### src/rtl/param_stack_unit.sv
// Parametrised LIFO operand stack with registered TOS/NOS, in-place ops and sticky error flags.
module param_stack_unit #(
  parameter int unsigned DATA_W = 8,
  parameter int unsigned DEPTH  = 16,
  localparam int unsigned CNT_W = $clog2(DEPTH + 1)
) (
  input  logic              clk,
  input  logic              rst,
  input  logic              cmd_valid,
  input  logic [2:0]        cmd,
  input  logic [DATA_W-1:0] push_data,
  output logic              cmd_ready,
  output logic [DATA_W-1:0] tos,
  output logic [DATA_W-1:0] nos,
  output logic [CNT_W-1:0]  count,
  output logic              empty,
  output logic              full,
  output logic              err_ovf,
  output logic              err_unf,
  input  logic              err_clr
);

  localparam int unsigned IDX_W = (DEPTH > 1) ? $clog2(DEPTH) : 1;

  localparam logic [2:0] OP_PUSH  = 3'b001;
  localparam logic [2:0] OP_POP   = 3'b010;
  localparam logic [2:0] OP_REPL  = 3'b011;
  localparam logic [2:0] OP_DUP   = 3'b100;
  localparam logic [2:0] OP_SWAP  = 3'b101;
  localparam logic [2:0] OP_CLEAR = 3'b110;

  localparam logic [0:0] S_IDLE  = 1'b0;
  localparam logic [0:0] S_SWAP2 = 1'b1;

  logic [DATA_W-1:0] mem [DEPTH];

  logic [0:0]        state_q, state_d;
  logic [CNT_W-1:0]  count_q, count_d;
  logic [DATA_W-1:0] tos_q, tos_d;
  logic [DATA_W-1:0] nos_q, nos_d;
  logic              ovf_q, ovf_d;
  logic              unf_q, unf_d;
  logic              empty_q, full_q, ready_q;

  logic              we_a, we_b;
  logic [IDX_W-1:0]  addr_a, addr_b;
  logic [DATA_W-1:0] wd_a, wd_b;
  logic [CNT_W-1:0]  cnt_m1, cnt_m2, cnt_m3;
  logic              accept;

  assign cnt_m1 = count_q - CNT_W'(1);
  assign cnt_m2 = count_q - CNT_W'(2);
  assign cnt_m3 = count_q - CNT_W'(3);
  assign accept = cmd_valid & (state_q == S_IDLE);

  // Next-state, storage write ports and error flag update
  always_comb begin
    state_d = state_q;
    count_d = count_q;
    tos_d   = tos_q;
    nos_d   = nos_q;
    ovf_d   = err_clr ? 1'b0 : ovf_q;
    unf_d   = err_clr ? 1'b0 : unf_q;
    we_a    = 1'b0;
    we_b    = 1'b0;
    addr_a  = IDX_W'(count_q);
    addr_b  = IDX_W'(cnt_m2);
    wd_a    = push_data;
    wd_b    = tos_q;
    case (state_q)
      S_IDLE: begin
        if (accept) begin
          case (cmd)
            OP_PUSH: begin
              if (full_q) begin
                ovf_d = 1'b1;
              end else begin
                we_a    = 1'b1;
                addr_a  = IDX_W'(count_q);
                wd_a    = push_data;
                count_d = count_q + CNT_W'(1);
                tos_d   = push_data;
                nos_d   = tos_q;
              end
            end
            OP_POP: begin
              if (empty_q) begin
                unf_d = 1'b1;
              end else begin
                count_d = cnt_m1;
                tos_d   = nos_q;
                nos_d   = (cnt_m1 >= CNT_W'(2)) ? mem[IDX_W'(cnt_m3)] : '0;
              end
            end
            OP_REPL: begin
              if (empty_q) begin
                unf_d = 1'b1;
              end else begin
                we_a   = 1'b1;
                addr_a = IDX_W'(cnt_m1);
                wd_a   = push_data;
                tos_d  = push_data;
              end
            end
            OP_DUP: begin
              if (full_q) begin
                ovf_d = 1'b1;
              end else if (empty_q) begin
                unf_d = 1'b1;
              end else begin
                we_a    = 1'b1;
                addr_a  = IDX_W'(count_q);
                wd_a    = tos_q;
                count_d = count_q + CNT_W'(1);
                nos_d   = tos_q;
              end
            end
            OP_SWAP: begin
              if (count_q < CNT_W'(2)) begin
                unf_d = 1'b1;
              end else begin
                state_d = S_SWAP2;
              end
            end
            OP_CLEAR: begin
              count_d = '0;
              tos_d   = '0;
              nos_d   = '0;
            end
            default: ;
          endcase
        end
      end
      S_SWAP2: begin
        we_a    = 1'b1;
        addr_a  = IDX_W'(cnt_m1);
        wd_a    = nos_q;
        we_b    = 1'b1;
        addr_b  = IDX_W'(cnt_m2);
        wd_b    = tos_q;
        tos_d   = nos_q;
        nos_d   = tos_q;
        state_d = S_IDLE;
      end
      default: state_d = S_IDLE;
    endcase
  end

  // Control and output registers
  always_ff @(posedge clk or negedge rst) begin
    if (!rst) begin
      state_q <= S_IDLE;
      count_q <= '0;
      tos_q   <= '0;
      nos_q   <= '0;
      ovf_q   <= 1'b0;
      unf_q   <= 1'b0;
      empty_q <= 1'b1;
      full_q  <= 1'b0;
      ready_q <= 1'b1;
    end else begin
      state_q <= state_d;
      count_q <= count_d;
      tos_q   <= tos_d;
      nos_q   <= nos_d;
      ovf_q   <= ovf_d;
      unf_q   <= unf_d;
      empty_q <= (count_d == '0);
      full_q  <= (count_d == CNT_W'(DEPTH));
      ready_q <= (state_d == S_IDLE);
    end
  end

  // Stack storage; not reset, only entries below count are ever observed
  always_ff @(posedge clk) begin
    if (we_a) mem[addr_a] <= wd_a;
    if (we_b) mem[addr_b] <= wd_b;
  end

  assign cmd_ready = ready_q;
  assign tos       = tos_q;
  assign nos       = nos_q;
  assign count     = count_q;
  assign empty     = empty_q;
  assign full      = full_q;
  assign err_ovf   = ovf_q;
  assign err_unf   = unf_q;

endmodule

### config.mk
export PLATFORM = sky130hd
export DESIGN_NAME = param_stack_unit
export DESIGN_NICKNAME = d
export VERILOG_FILES = /design/src/rtl/param_stack_unit.sv
export SDC_FILE = /design/constraint.sdc
export NUM_CORES = 1
export LEC_CHECK = 0
export CORE_MARGIN = 1.5
export CORE_UTILIZATION = 45
export DETAILED_ROUTE_END_ITERATION = 10
export PLACE_DENSITY = 0.59
export RECOVER_POWER = 100
export SLEW_MARGIN = 20
export SYNTH_ARGS = -nofsm -noshare
export SYNTH_HDL_FRONTEND = slang
export SYNTH_SLANG_ARGS = --single-unit
### constraint.sdc
create_clock -name clk -period 3.62 [get_ports clk]
set_input_delay 0.724 -clock clk [delete_from_list [all_inputs] [get_ports clk]]
set_output_delay 0.724 -clock clk [all_outputs]
set_load 0.01 [all_outputs]
# After elaboration in Yosys (flattened, before gate mapping)

Memory sizes are Yosys's and may differ from the RTL's.
Index checks and enable logic that the tools add are counted.

Flip-flop bits (word level): 27
Memories kept: 1
RAM bits: 128
Logic and storage cells: 96
Output and inout port bits: 26
Input bits: 15

Bitwise operators: 3
$lt $le $gt $ge: 2
Reduce and logical (&&, ||, !) cells: 5
Equality and inequality tests: 15
Mux-type cells: 57
Add/subtract/negate cells: 4

Memory list:

| name | depth | width | rd ports | clocked after Yosys merged registers in | wr ports | line | text |
|---|---|---|---|---|---|---|---|
| mem  | 16    | 8     | 1        | 0                                       | 2        | 35   | `logic [DATA_W-1:0] mem [DEPTH];` |

Operator list:

| cell                | count |
|---|---|
| $mux 8              | 14 |
| $pmux 8 s4          | 2 |
| $pmux 8 s2          | 3 |
| $mux 5              | 6 |
| $mux 1              | 23 |
| $pmux 5 s4          | 1 |
| $ne 3x3->1 const B  | 5 |
| $mux 4              | 3 |
| $ne 5x1->1 const B  | 2 |
| $eq 3x3->1 const B  | 3 |
| $pmux 4 s2          | 1 |
| $sub 4x2->4 const B | 2 |
| $eq 3x2->1 const B  | 2 |
| $pmux 1 s3          | 2 |
| $reduce_and 6->1    | 1 |
| $add 5x1->5 const B | 1 |
| $eq 5x5->1 const B  | 1 |
| $ge 5x2->1 const B  | 1 |
| $logic_not 5->1     | 1 |
| $lt 5x2->1 const B  | 1 |
| $reduce_and 5->1    | 1 |
| $sub 5x1->5 const B | 1 |
| $pmux 1 s2          | 2 |
| $reduce_or 2->1     | 2 |
| 4 further kinds     | 5 |

# Longest topological paths before layout

Depth after elaboration: 7
Depth in mapped cells: 11

# Worst setup path after synthesis

OpenSTA, ideal clock, no wires.

Kind: flip-flop to flip-flop
From: reg count_q[0] (netlist: count[0])
To: mem mem[0][0], enable pin
Slack: 0.197 ns
Cell stages (with the launch flop): 11
Clock period less this slack: 3.423 ns
Data arrival time: 3.037 ns
Required time: 3.233 ns
Buffers on the path: 4
Cell sequence: dfrtp_1 clkbuf_1 buf_2 inv_1 ha_1 clkbuf_1 clkbuf_1 inv_1 mux2i_1 o21ai_0 o31ai_1

RTL lines:

| item                   | line | text |
|---|---|---|
| start, declared        | 38   | `logic [CNT_W-1:0] count_q, count_d;` |
| start signal, assigned | 163  | `count_q <= count_d;` |
| end, declared          | 35   |  |

==> metrics <==
CTS tree built; status complete, but fails checks; post-CTS resize count 0; Storage cell area around 0.0045 mm2; die outline height 141 um; CP Class in2reg; Root Driver clkbuf_16; mux cell area share after synthesis 0.146; worst path bufs/invs 4; die width around 140 um; Synth warnings 0; GR met1 Demand/Resource 0.382; Worst setup SP type primary input; FMAX 0.307 GHz; Fillers 1584; area grow syn2layout 14.4%; critical path cell sequence dlygate4sd3_1 -> clkbuf_1 -> nand3b_1 -> nor4_4 -> clkbuf_1 -> a22o_1 -> a21oi_4 -> clkbuf_1 -> mux2i_1; DR vias/cell around 6.3; placed insts a little under 1000; Req. time, crit path ~3700 ps; Pint 0.00376 W; critical-path maximum fanout 16; Rel. slew slack -0.0276; Worst Setup End Kind register; met2 Use GR 0.431; clock latency on the worst-skew pair roughly 440 ps; gpl congestion roughly 0.92; worst slew pin tran between 1500 and 2000 ps; Slew Viols, Final 28; die area roughly 0.020 mm2; clk buf depth 2; Synth Area in Adders 0.0146; syn nets 732; ys async rst share 0.174; Residual DRC 0; area leader, netlist edfxtp_1; layout cell share with drive strength beyond 1 0.172; Synth Instances approximately 710; switch share 0.355; Final Critical Period 3250 ps; Tot GR Track Use 0.275; Syn Area/Cell ~12 um2; slowest stage cell, crit path clkbuf_1; NetSw approximately 0.0021 W; Clk pin slew, worst setup/hold paths 60 ps; compound-cell area share of the yosys netlist 0.150; largest cells by area after synthesis edfxtp_1 (45%), mux4_2 (11%), dfrtp_1 (7.3%), a21oi_1 (6.1%), nor2_1 (4.8%); Final Setup Violations 0; clock sinks roughly 160; post-synthesis xor/xnor area fraction 0.0152; largest family of logic cells by synthesized area compound AO/OA/AOI/OAI gates; initial DRC count ~730; clock power share 0.287; Overall Power a little under 0.006 W; total CTS buffers 17; Pwr per Cell Area 595 mW/mm2; DR vias 6337; hpwl dp 18100 um; I/O pins slightly above 40; GR Util met3 0.0591; post-synthesis instance area 0.00857 mm2; number of setup buffers added after CTS 0; maximum VDD drop approximately 0.36 mV; Final Skew roughly 12 ps; Sequential Power Share 0.390; Critical Path AT 3380 ps; row cnt 50; vias in the first global route slightly above 6000; final worst path period share 0.899; DR pass1 iterations 5; cts hold-fix bufs 0; final WL around 26000 um; Post-synth top flop edfxtp_1; max cap viols 1; RSZ-0062 raised after global routing false; largest net degree at the start of global routing 34; Post-synth EDFFs between 100 and 150; violated checks capacitance limit, slew limit; register area share after synthesis 0.527; #FFs+latches synth 155; core area around 0.019 mm2; Starting Density 0.458; worst hold path class reg2reg; wire per inst approximately 26 um; nets@finish approximately 790; H-tree levels 4; combinational power share 0.322; fin cells between 1000 and 1500; total gr overflow 0; first-pass GRT wire length a little under 40000 um; CP peak stage delay 790 ps; LEAKAGE roughly 3.5 nW; Yosys top cell area share 0.448; final hold vios 0; most used routing layer met2; initial antenna violation count 1; Multi-input gate area ~0.0036 mm2; post-route ant nets 0; post-synthesis simple-gate area fraction 0.101; Synth cell types 59; Worst path top cell family by delay buffers and inverters; Final TNS setup 0 ps; CP most frequent cell clkbuf_1; Port Buf Inserts 40
-- power groups by stage --
stage	Sequential [W]	Combinational (W)	Clock [W]
after floorplan	0.00227	0.00111	0
after global placement	0.00231	0.00188	0
after detailed placement	0.00231	0.00189	0
after CTS	0.00228	0.00191	0.00169
after global routing	0.00229	0.00197	0.00177
final	0.00228	0.00188	0.00168
-- registers in the layout, indices dropped and copies added (netlist names), 5 cells and up --
signal  count
tos         8
count       5
mem       128
nos         8
-- worst reg2reg max path, cell delays in order, from the launching register on --
cell and delay, ps:
dfstp_1 930, nor2b_1 150, a31oi_1 580, nor2_1 200
xnor2_1 680, o31ai_1 170, clkbuf_2 240
-- cell usage in the layout, fill, tap and decap left out, types with 4 or more instances in the layout --
cell	netlist	final
ha_1	10	10
xor2_1	4	4
edfxtp_1	128	128
o221ai_1	8	8
nand3_1	10	10
a221oi_1	9	9
mux2i_1	35	35
nor2b_1	6	6
clkbuf_16	0	17
nor2_1	110	110
nand2_1	21	21
clkbuf_1	28	11
mux4_2	40	40
xnor2_1	9	9
dfrtp_1	25	24
o21ai_0	11	11
dlygate4sd3_1	0	23
buf_4	0	32
inv_1	22	22
a22o_1	10	10
nor3b_1	6	6
a21oi_4	8	8
o31ai_1	16	16
a21oi_1	105	110
clkbuf_2	1	7
clkdlybuf4s50_1	0	17
nand2b_1	9	9
-- final timing paths --
kind,startpoint,to,depth (start not counted),slack [ps]
max,cmd[2],mem[11][2],9,370
min,err_ovf,err_ovf,1,510
min reg2reg,err_ovf,err_ovf,1,510
max reg2reg,empty,mem[9][1],6,400
min in group asynchronous,rst,tos[3],2,1190
max in group asynchronous,rst,count[0],2,1410
-- Yosys cell counts (11+ instances only) --
master	n
o31ai_1	16
mux4_2	40
clkbuf_1	28
nand2_1	21
dfrtp_1	25
o21ai_0	11
mux2i_1	35
nor2_1	110
inv_1	22
a21oi_1	105
buf_2	12
edfxtp_1	128
-- cell type report --
class / instances / share of cell area
timing repair buffer: 89 / 0.0727
antenna: 1 / 0.000255
clock inverter: 14 / 0.0125
multi-input combinational: 475 / 0.371
sequential: 155 / 0.461
tap: 234 / 0.0298
inverter: 24 / 0.00918
clock buffer: 18 / 0.0438
-- stage by stage --
| stage | cell area, um2 | worst slack [ps] | hold slack [ps] | util |
|---|---|---|---|---|
| after floorplan | 8570 | 197 | 428 | - |
| after global placement | 9340 | 271 | 500 | 0.499 |
| after detailed placement | 9340 | 241 | 498 | 0.499 |
| after CTS | 9890 | 634 | 517 | 0.529 |
| after global routing | 9810 | 220 | 520 | 0.524 |
| final | 9810 | 367 | 511 | 0.524 |
-- logic make-up (layout without fill, tap and decap cells) --
logic type | Yosys count | in the layout
AND/OR/NAND/NOR | 184 | 184
other | 0 | 1
flip-flops | 155 | 155
buffers and inverters | 77 | 145
AO/OA/AOI/OAI | 192 | 192
multiplexers | 75 | 75
XOR/XNOR | 14 | 14
adder cells (fa/ha/maj) | 10 | 10
-- routing by layer --
layer / up-vias / share of wire
li1: 2795 / -
met1: 3137 / 0.42
met2: 352 / 0.47
met3: 53 / 0.090
met4: 0 / 0.028
met5: - / 0
No activity file was read; power rests on OpenSTA's default activity.
